File: src/rtl/div_share_ctrl_pkg.sv
// Shared types and helpers for the shared iterative divider controller.
// Contents: FSM state enum, divide-by-zero quotient constant, round-robin index helper.
// No logic of its own; imported by the controller.
package div_pkg;

    typedef enum logic [1:0] {
        IDLE,
        CALC,
        DONE
    } div_state_t;

    // All-ones quotient reported on divide-by-zero; users slice the low WIDTH bits.
    localparam logic [63:0] DIV0_QUOT = '1;

    // Next requester index after idx, wrapping at n.
    function automatic int rr_next(input int idx, input int n);
        return (idx + 1 >= n) ? 0 : idx + 1;
    endfunction

endpackage

File: src/rtl/div_share_ctrl_if.sv
// Request/response bundle between NREQ division clients and the shared divider.
// Ports: req_valid/req_ready/req_dividend/req_divisor per requester; rsp_* result with id; busy.
// Standard valid/ready on both sides; master = client side, slave = divider side.
interface div_share_ctrl_if #(
    parameter int WIDTH = 4,
    parameter int NREQ  = 2
);
    localparam int IDW = (NREQ > 1) ? $clog2(NREQ) : 1;

    logic [NREQ-1:0]            req_valid;
    logic [NREQ-1:0]            req_ready;
    logic [NREQ-1:0][WIDTH-1:0] req_dividend;
    logic [NREQ-1:0][WIDTH-1:0] req_divisor;
    logic                       rsp_valid;
    logic                       rsp_ready;
    logic [IDW-1:0]             rsp_id;
    logic [WIDTH-1:0]           rsp_quotient;
    logic [WIDTH-1:0]           rsp_remainder;
    logic                       rsp_div0;
    logic                       busy;

    modport master (
        output req_valid, req_dividend, req_divisor, rsp_ready,
        input  req_ready, rsp_valid, rsp_id, rsp_quotient, rsp_remainder, rsp_div0, busy
    );

    modport slave (
        input  req_valid, req_dividend, req_divisor, rsp_ready,
        output req_ready, rsp_valid, rsp_id, rsp_quotient, rsp_remainder, rsp_div0, busy
    );
endinterface

File: src/rtl/div_share_ctrl_step.sv
// One restoring-division iteration: shift in the next dividend bit, subtract if it fits.
// Ports: rem_i/q_i/divisor_i in, rem_o/q_o out. Purely combinational, zero latency.
// No handshake; the controller decides when to register the result.
module div_step #(
    parameter int WIDTH = 4
) (
    input  logic [WIDTH-1:0] rem_i,
    input  logic [WIDTH-1:0] q_i,
    input  logic [WIDTH-1:0] divisor_i,
    output logic [WIDTH-1:0] rem_o,
    output logic [WIDTH-1:0] q_o
);
    // The shifted partial remainder needs WIDTH+1 bits; after the conditional
    // subtract it is always below the divisor, so WIDTH bits suffice to store it.
    logic [WIDTH:0] rem_sh;
    logic [WIDTH:0] dvs_ext;
    logic           fits;

    assign rem_sh  = {rem_i, q_i[WIDTH-1]};
    assign dvs_ext = {1'b0, divisor_i};
    assign fits    = (rem_sh >= dvs_ext);

    always_comb begin
        rem_o = rem_sh[WIDTH-1:0];
        q_o   = {q_i[WIDTH-2:0], 1'b0};
        if (fits) begin
            rem_o = WIDTH'(rem_sh - dvs_ext);
            q_o   = {q_i[WIDTH-2:0], 1'b1};
        end
    end
endmodule

File: src/rtl/div_share_ctrl.sv
// Shares one iterative restoring divider among NREQ requesters, round-robin, result tagged by id.
// Ports: clk, rst_n, bus (slave). Latency: WIDTH+1 edges to rsp_valid (2 for divide-by-zero).
// Backpressure: rsp_* hold while rsp_ready is low; no request is accepted until the result drains.
module div_share_ctrl
    import div_pkg::*;
#(
    parameter int WIDTH = 4,
    parameter int NREQ  = 2
) (
    input  logic              clk,
    input  logic              rst_n,
    div_share_ctrl_if.slave   bus
);
    localparam int IDW = (NREQ > 1) ? $clog2(NREQ) : 1;
    localparam int CW  = $clog2(WIDTH);

    div_state_t        state_q;
    logic [IDW-1:0]    rr_ptr_q;
    logic [CW-1:0]     cnt_q;
    logic [WIDTH-1:0]  rem_q;
    logic [WIDTH-1:0]  quo_q;
    logic [WIDTH-1:0]  dvd_q;
    logic [WIDTH-1:0]  dvs_q;
    logic [IDW-1:0]    id_q;
    logic              rsp_valid_q;
    logic [IDW-1:0]    rsp_id_q;
    logic [WIDTH-1:0]  rsp_quo_q;
    logic [WIDTH-1:0]  rsp_rem_q;
    logic              rsp_div0_q;
    logic              busy_q;

    logic [WIDTH-1:0]  rem_d;
    logic [WIDTH-1:0]  quo_d;
    logic [IDW-1:0]    grant;
    logic              grant_vld;
    logic [NREQ-1:0]   req_rdy;

    // Round-robin search starting at rr_ptr_q.
    always_comb begin
        logic [IDW-1:0] idx;
        idx       = rr_ptr_q;
        grant     = '0;
        grant_vld = 1'b0;
        for (int k = 0; k < NREQ; k++) begin
            if (!grant_vld && bus.req_valid[idx]) begin
                grant_vld = 1'b1;
                grant     = idx;
            end
            idx = IDW'(rr_next(int'(idx), NREQ));
        end
    end

    // rst_n gating keeps req_ready low while reset is held, even though the
    // state register already sits in IDLE.
    always_comb begin
        req_rdy = '0;
        if (rst_n && state_q == IDLE && grant_vld) begin
            req_rdy[grant] = 1'b1;
        end
    end

    div_step #(.WIDTH(WIDTH)) u_step (
        .rem_i     (rem_q),
        .q_i       (quo_q),
        .divisor_i (dvs_q),
        .rem_o     (rem_d),
        .q_o       (quo_d)
    );

    always_ff @(posedge clk or negedge rst_n) begin
        if (!rst_n) begin
            state_q     <= IDLE;
            rr_ptr_q    <= '0;
            cnt_q       <= '0;
            rem_q       <= '0;
            quo_q       <= '0;
            dvd_q       <= '0;
            dvs_q       <= '0;
            id_q        <= '0;
            rsp_valid_q <= 1'b0;
            rsp_id_q    <= '0;
            rsp_quo_q   <= '0;
            rsp_rem_q   <= '0;
            rsp_div0_q  <= 1'b0;
            busy_q      <= 1'b0;
        end else begin
            case (state_q)
                IDLE: begin
                    if (grant_vld) begin
                        id_q   <= grant;
                        dvd_q  <= bus.req_dividend[grant];
                        dvs_q  <= bus.req_divisor[grant];
                        rem_q  <= '0;
                        quo_q  <= bus.req_dividend[grant];
                        cnt_q  <= '0;
                        busy_q <= 1'b1;
                        state_q <= (bus.req_divisor[grant] == '0) ? DONE : CALC;
                    end
                end
                CALC: begin
                    rem_q <= rem_d;
                    quo_q <= quo_d;
                    cnt_q <= cnt_q + CW'(1);
                    if (cnt_q == CW'(WIDTH - 1)) begin
                        state_q     <= DONE;
                        rsp_valid_q <= 1'b1;
                        rsp_id_q    <= id_q;
                        rsp_quo_q   <= quo_d;
                        rsp_rem_q   <= rem_d;
                        rsp_div0_q  <= 1'b0;
                    end
                end
                DONE: begin
                    if (!rsp_valid_q) begin
                        // Only the divide-by-zero path reaches DONE without a
                        // loaded result; it is published one cycle after entry.
                        rsp_valid_q <= 1'b1;
                        rsp_id_q    <= id_q;
                        rsp_quo_q   <= DIV0_QUOT[WIDTH-1:0];
                        rsp_rem_q   <= dvd_q;
                        rsp_div0_q  <= 1'b1;
                    end else if (bus.rsp_ready) begin
                        rsp_valid_q <= 1'b0;
                        busy_q      <= 1'b0;
                        state_q     <= IDLE;
                        rr_ptr_q    <= IDW'(rr_next(int'(id_q), NREQ));
                    end
                end
                default: state_q <= IDLE;
            endcase
        end
    end

    assign bus.req_ready     = req_rdy;
    assign bus.rsp_valid     = rsp_valid_q;
    assign bus.rsp_id        = rsp_id_q;
    assign bus.rsp_quotient  = rsp_quo_q;
    assign bus.rsp_remainder = rsp_rem_q;
    assign bus.rsp_div0      = rsp_div0_q;
    assign bus.busy          = busy_q;
endmodule

File: src/flat_wrapper.sv
// flat-port wrapper written by rule: the top's interface ports become plain ports
module div_share_ctrl_flat import div_pkg::*;
#(
    parameter int WIDTH = 4,
    parameter int NREQ  = 2
)
  (clk, rst_n, bus_req_valid, bus_req_dividend, bus_req_divisor, bus_rsp_ready, bus_req_ready, bus_rsp_valid, bus_rsp_id, bus_rsp_quotient, bus_rsp_remainder, bus_rsp_div0, bus_busy);
  div_share_ctrl_if #(.WIDTH(WIDTH), .NREQ(NREQ)) bus_i ();
  input  logic clk;
  input  logic rst_n;
  input wire logic [$bits(bus_i.req_valid)-1:0] bus_req_valid;
  input wire logic [$bits(bus_i.req_dividend)-1:0] bus_req_dividend;
  input wire logic [$bits(bus_i.req_divisor)-1:0] bus_req_divisor;
  input wire logic [$bits(bus_i.rsp_ready)-1:0] bus_rsp_ready;
  output wire logic [$bits(bus_i.req_ready)-1:0] bus_req_ready;
  output wire logic [$bits(bus_i.rsp_valid)-1:0] bus_rsp_valid;
  output wire logic [$bits(bus_i.rsp_id)-1:0] bus_rsp_id;
  output wire logic [$bits(bus_i.rsp_quotient)-1:0] bus_rsp_quotient;
  output wire logic [$bits(bus_i.rsp_remainder)-1:0] bus_rsp_remainder;
  output wire logic [$bits(bus_i.rsp_div0)-1:0] bus_rsp_div0;
  output wire logic [$bits(bus_i.busy)-1:0] bus_busy;
  assign bus_i.req_valid = bus_req_valid;
  assign bus_i.req_dividend = bus_req_dividend;
  assign bus_i.req_divisor = bus_req_divisor;
  assign bus_i.rsp_ready = bus_rsp_ready;
  assign bus_req_ready = bus_i.req_ready;
  assign bus_rsp_valid = bus_i.rsp_valid;
  assign bus_rsp_id = bus_i.rsp_id;
  assign bus_rsp_quotient = bus_i.rsp_quotient;
  assign bus_rsp_remainder = bus_i.rsp_remainder;
  assign bus_rsp_div0 = bus_i.rsp_div0;
  assign bus_busy = bus_i.busy;
  div_share_ctrl #(.WIDTH(WIDTH), .NREQ(NREQ)) u_core (.clk(clk), .rst_n(rst_n), .bus(bus_i));
endmodule
File: config.mk
export PLATFORM = sky130hd
export DESIGN_NAME = div_share_ctrl_flat
export DESIGN_NICKNAME = d
export VERILOG_FILES = /design/src/rtl/div_share_ctrl_pkg.sv /design/src/rtl/div_share_ctrl_if.sv /design/src/rtl/div_share_ctrl_step.sv /design/src/rtl/div_share_ctrl.sv /design/src/flat_wrapper.sv
export SDC_FILE = /design/constraint.sdc
export NUM_CORES = 1
export LEC_CHECK = 0
export CORE_UTILIZATION = 51
export DETAILED_ROUTE_END_ITERATION = 8
export GPL_TIMING_DRIVEN = 0
export PLACE_DENSITY = 0.88
export SETUP_SLACK_MARGIN = 0.4
export SYNTH_ARGS = -nofsm -noshare
export SYNTH_HDL_FRONTEND = slang
export SYNTH_HIERARCHICAL = 1
export SYNTH_SLANG_ARGS = --single-unit
File: constraint.sdc
create_clock -name clk -period 2.2 [get_ports clk]
set_input_delay 0.22 -clock clk [delete_from_list [all_inputs] [get_ports clk]]
set_output_delay 0.22 -clock clk [all_outputs]
set_load 0.01 [all_outputs]
---- After elaboration in Yosys (flattened, before gate mapping) ----
Cells that the tools add are included.
word-level totals
  register bits after elaboration ......... 34
  input bits .............................. 21
  output and inout port bits .............. 14
  word-level logic and storage cells ...... 101
operators by class
  add/sub/neg operators ................... 4
  order comparisons ....................... 7
  equal/unequal tests ..................... 8
  multiplexer cells ....................... 51
  reductions and logical operators ........ 17
operators by type and width
  operator             count
  $mux 4               11
  $pmux 4 s2           4
  $mux 1               22
  $mux 2               7
  $pmux 1 s2           4
  $reduce_and 4->1     2
  $lt 1x2->1 const B   3
  $ne 2x1->1 const B   3
  $pmux 2 s3           1
  $reduce_and 2->1     3
  $reduce_and 3->1     2
  $reduce_bool 2->1    3
  $ge 5x4->1           1
  $add 1x1->2 const B  2
  $eq 2x2->1 const B   2
  $ge 2x2->1 const B   2
  $logic_and 1x1->1    4
  $logic_not 4->1      1
  $ne 2x2->1 const B   2
  $pmux 2 s2           1
  $sub 4x4->4          1
  $add 2x1->2 const B  1
  $eq 2x1->1 const B   1
  $logic_not 2->1      1
  3 further kinds      3

---- Logic depth before layout (Yosys ltp) ----
  depth after elaboration ................. 13
  mapped depth ............................ 9
  depth with buffers taken out ............ 8

---- By module ----
Netlist, hierarchy kept.
by module, submodules not included
  module          instances  cells each  area an instance (µm²)  seq. area each (µm²)
  div_share_ctrl  1          135         1545.2                  850.8
  div_step        1          32          237.7                   0.0

---- Least setup slack after synthesis ----
OpenSTA, ideal clock, no wires.
  path type ............................... reg2reg
  start ................................... register u_core.quo_q[3]
  end ..................................... register u_core.rem_q[2]
  setup time .............................. 121 ps
  arrival time ............................ 1595 ps
  data required time ...................... 2079 ps
  setup slack ............................. 484 ps
  stages on the path, launching flop included .. 7
  buffers on the path ..................... 0
  clock period less this slack ............ 1716 ps
  cell sequence ........................... dfrtp_1 -> inv_1 -> ha_1 -> fa_1 -> xnor2_1 -> mux2_4 -> a22o_1
on the way
  longest elaborated chain between the ends .. 3
  elaborated cells between the ends (all ways) .. 4
  those cells by class .................... 1 x add/sub; 1 x order compare; 2 x mux
ends and longest elaborated chain
  item                                              line                                                  RTL
  start: declaration                                div_share_ctrl.sv:21                                  logic [WIDTH-1:0] quo_q;
  start signal: assignment                          div_share_ctrl.sv:94                                  quo_q <= bus.req_dividend[grant];
  start signal: assignment                          div_share_ctrl.sv:102                                 quo_q <= quo_d;
  $sub 4x4->4 / $ge 5x4->1 (equally long branches)  div_share_ctrl_step.sv:27, div_share_ctrl_step.sv:21
  $mux 4 (*)                                        div_share_ctrl_step.sv:26                             if (fits) begin
  net u_core.rem_d[2]                               div_share_ctrl.sv:32                                  logic [WIDTH-1:0] rem_d;
  $pmux 4 s2 (*)                                    div_share_ctrl.sv:87                                  case (state_q)
  end signal: assignment                            div_share_ctrl.sv:101                                 rem_q <= rem_d;
  end: declaration                                  div_share_ctrl.sv:20                                  logic [WIDTH-1:0] rem_q;
Mark *: on every way through the listed nets, which the timed path passes. The rest lies on a longest branch.
A chain may end at the register's enable or synchronous reset.

---- Final worst setup path ----
  start ................................... register u_core.rr_ptr_q
  end ..................................... output bus_req_ready[1]
on the way
  longest elaborated chain between the ends .. 12
  elaborated cells between the ends (all ways) .. 20
  those cells by class .................... 1 x add/sub; 3 x order compare; 12 x mux; 4 x reduce/logical
ends and longest elaborated chain
  item                                                                   line                      RTL
  start: declaration                                                     div_share_ctrl.sv:18      logic [IDW-1:0] rr_ptr_q;
  start signal: assignment                                               div_share_ctrl.sv:126     rr_ptr_q <= IDW'(rr_next(int'(id_q), NREQ));
  $add 1x1->2                                                            div_share_ctrl_pkg.sv:17  return (idx + 1 >= n) ? 0 : idx + 1;
  $ge 2x2->1                                                             div_share_ctrl_pkg.sv:17
  $mux 1                                                                 div_share_ctrl_pkg.sv:17
  $mux 1 (not written as such) (2 in a row)                              div_share_ctrl.sv:45      if (!grant_vld && bus.req_valid[idx]) begin
  $logic_and 1x1->1                                                      div_share_ctrl.sv:45
  $mux 1                                                                 div_share_ctrl.sv:45
  $lt 1x2->1 (not written as such) / $ge 1x1->1 (equally long branches)  div_share_ctrl.sv:58      req_rdy[grant] = 1'b1;
  $logic_and 1x1->1 (not written as such)                                div_share_ctrl.sv:58
  $mux 1 (not written as such)                                           div_share_ctrl.sv:58
  $demux 1 s1                                                            -
  $mux 2 (*)                                                             div_share_ctrl.sv:57      if (rst_n && state_q == IDLE && grant_vld) begin
  end: declaration                                                       flat_wrapper.sv:15        output wire logic [$bits(bus_i.req_ready)-1:0] bus_req_ready;
Every way passes the cells marked *; elsewhere a longest branch is shown, timed or not. The select of a mux whose other input is x is not followed.

==> flow_summary.json <==
{
  "status": "finished with violations",
  "violations": "hold timing",
  "synthTopCellsByCount": "dfrtp_1 (34), nand2_1 (19), mux2i_1 (14), o21ai_1 (14)",
  "finalInstanceArea_um2": 2390,
  "clockRootBuffer": "clkbuf_4",
  "finalMaxSlewViolations": 0,
  "grtUsageTotal": 0.222,
  "numCtsBuffers": 5,
  "maxCapViolations": 0,
  "yosys_warnings": 6,
  "synthTopCellsByArea": "dfrtp_1 (48%), mux2i_1 (7.9%), nand2_1 (4.0%)",
  "overflow": 0,
  "syn_nets": 194,
  "r2r-start": "u_core/rem_q[0]$_DFFE_PN0P_",
  "dieArea_um2": 3740,
  "slowest_stage": "dfrtp_1",
  "avgSynthCellArea_um2": 10.7,
  "fin_tns_setup_ns": 0,
  "p_sw_uw": 1440,
  "vias": 1432,
  "critical_path_required_ns": 1.98,
  "synth_cell_types": 39,
  "cts_sinks": 34,
  "dr.pass1.iters": 7,
  "dp.cells": 247,
  "worst-path-buf-inv": 3,
  "ys_async_sr_fraction": 1.00,
  "period_minus_slack_ns": 1.76,
  "fin_util": 0.716,
  "fp-row-count": 21,
  "cts.clk_slew.worst_paths_ns": 0.10,
  "critical_path.top_delay_family": "buffers and inverters",
  "endpoint_kind": "primary output",
  "intPower_uw": 2240,
  "start_util": 0.534,
  "ys_seq_area_frac": 0.477,
  "synth-seq-cells": 34,
  "ctsHtreeMaxLevel": 2,
  "grt_pass1_wl_mm": 5.88,
  "grt_setup_unrepaired": "true",
  "insertedDiodeCount": 0,
  "viasPerCell": 5.47,
  "p_comb_frac": 0.579,
  "syn_inst": 167,
  "fin_nets": 242,
  "switching_share": 0.392,
  "whs_ns": -0.0696,
  "synth_top_area_frac": 0.477,
  "drive_gt1_frac": 0.245,
  "fin_crit_sh": 0.798,
  "ff2ff_setup_slack_ns": 0.45,
  "crit_fanout": 3,
  "antenna_found_initial": 0,
  "grt_pass1_vias": 1304,
  "fmax_mhz": 569,
  "synth.largest_area_cell": "dfrtp_1",
  "leakagePower_uw": 0.00109,
  "synthesis.area_um2": 1780,
  "die_w_um": 61.1,
  "ctsLongestPathBuffers": 2,
  "dp_hpwl_mm": 2.76,
  "critPathArrivalTime_ns": 1.54,
  "setup_viol": 0,
  "clock_power_share": 0.116,
  "die_height_um": 61.1,
  "finalNonFillerCells": 262,
  "sequentialPowerShare": 0.305,
  "placed_cell_area_um2": 2180,
  "dr.first_iter.drc_count": 45,
  "ioPinCount": 35,
  "ant_nets": 0,
  "crit_chain": "o21ai_4, buf_8, buf_4, nor4b_4, buf_2",
  "synth.most_common_cell": "dfrtp_1",
  "ir_drop_v": 0.000726,
  "cts_tree": "done",
  "syn2layout_area_growth_pct": 34.0,
  "synth_edf_count": 0,
  "grt_max_degree": 37,
  "fillers": 248,
  "coreArea_um2": 3340,
  "wl_mm": 3.98,
  "hold_viol": 34,
  "worst_pin_slew_ns": 0.747,
  "r2r-end": "u_core/bus.rsp_remainder[2]$_DFFE_PN0P_",
  "skew_ns": 0.00559,
  "critical_path.max_stage_delay_ns": 0.42,
  "ys.flop_type": "dfrtp_1",
  "power_density_nw_per_um2": 1540,
  "maxSlewHeadroom": 0.502,
  "hp-class": "input port to asynchronous set/reset pin",
  "worstRegToRegCells": 7,
  "clk_latency_ns": 0.34,
  "io_buffer_count": 34,
  "crit_type": "flop to primary output",
  "drc": 0,
  "worstSetupStartpointType": "flop",
  "wl_per_cell_um": 15.2,
  "place_congestion": 0.763
}
==> per-stage QoR <==
stage / total power [µW] / setup WS, ns / hold WS, ns
floorplan: 2430 / 0.484 / -0.0756
finish: 3680 / 0.444 / -0.0696
global route: 3940 / 0.370 / -0.00728
detailed placement: 2980 / 0.00797 / 0.332
CTS: 3530 / 0.400 / -0.0431
global placement: 2910 / -0.725 / 0.460
==> power by group through the flow <==
stage	Combinational, µW	Clock (µW)	Sequential (µW)
2_1_floorplan	1320	0	1110
3_3_place_gp	1820	0	1090
3_5_place_dp	1880	0	1110
4_1_cts	2000	433	1100
5_1_grt	2320	463	1150
6_report	2130	425	1120
==> routing by layer <==
layer,up-vias,global-route usage,wire (µm)
li1,689,-,-
met1,675,0.273,1650
met2,56,0.360,2030
met3,12,0.0588,209
met4,0,0.114,91
met5,-,0,0
==> flip-flops by register name, summed over array words and instances, names as in the netlist <==
signal / flops
u_core/bus.rsp_div0: 1
u_core/rr_ptr_q: 1
u_core/quo_q: 4
u_core/dvd_q: 4
u_core/bus.busy: 1
u_core/bus.rsp_id: 1
u_core/bus.rsp_valid: 1
u_core/bus.rsp_remainder: 4
u_core/bus.rsp_quotient: 4
u_core/state_q: 2
u_core/rem_q: 4
u_core/dvs_q: 4
u_core/id_q: 1
u_core/cnt_q: 2
==> worst max path at each step <==
stage | slack (ns) | depth (start not counted) | from | endpoint
3_3_place_gp | -0.72 | 3 | rst_n | bus_req_ready[1]
4_1_cts | 0.40 | 7 | u_core/quo_q[3]$_DFFE_PN0P_ | u_core/bus.rsp_remainder[2]$_DFFE_PN0P_
6_report | 0.44 | 5 | u_core/rr_ptr_q$_DFFE_PN0P_ | bus_req_ready[1]
3_5_place_dp | 0.008 | 6 | bus_req_valid[0] | bus_req_ready[0]
5_1_grt | 0.37 | 9 | u_core/rem_q[2]$_DFFE_PN0P_ | u_core/quo_q[0]$_DFFE_PN0P_
2_1_floorplan | 0.48 | 6 | u_core/quo_q[3]$_DFFE_PN0P_ | u_core/rem_q[2]$_DFFE_PN0P_
==> cell type report <==
type,count,area (µm²),area share
Timing Repair Buffer,41,375,0.157
Multi-Input combinational cell,112,896,0.375
Tap cell,46,57.6,0.0241
Inverter,9,33.8,0.0141
Sequential cell,34,852,0.357
Clock buffer,8,78.8,0.0330
Buffer,12,95.1,0.0398
==> cells in the final DEF, fill, tap and decap left out, types with 2 or more instances in the layout <==
cell             Yosys  final
inv_2                1      5
nor3_1               3      3
dlygate4sd2_1        0      2
nand2_1             19     18
buf_6                3      2
dfrtp_1             34     33
nor2_1               5      4
a21oi_1              4      4
clkbuf_8             0      3
mux2_4               2      2
inv_1                8      4
nor4_1               2      2
nand2b_1             3      3
buf_4                5     12
o22a_1               4      4
a22o_1               5      5
ha_4                 0      4
nor2_4               1      2
a22oi_1              4      4
mux2i_1             14     14
o21ai_0              8      7
clkbuf_4             0      5
o21a_1               2      2
clkdlybuf4s50_1      0     29
o21ai_1             14     14
buf_2                4      6
==> what timing repair did <==
| action | 4_1_cts | 5_1_grt |
|---|---|---|
| setup buffers | 4 | 3 |
| pin swaps | 2 | 9 |
| resized for setup | 17 | 13 |
| endpoints found under the setup margin | 4 | 9 |
| gates cloned | 0 | 0 |
| hold endpoints to repair | 34 | 31 |
==> logic make-up after synthesis <==
group,after synthesis,synth area share
compound gates,47,0.176
xor+xnor,1,0.00491
fa+ha+maj,6,0.0463
buf+inv,21,0.0702
flops,34,0.477
mux,17,0.102
simple gates,41,0.124
(Power assumes the default switching activity.)
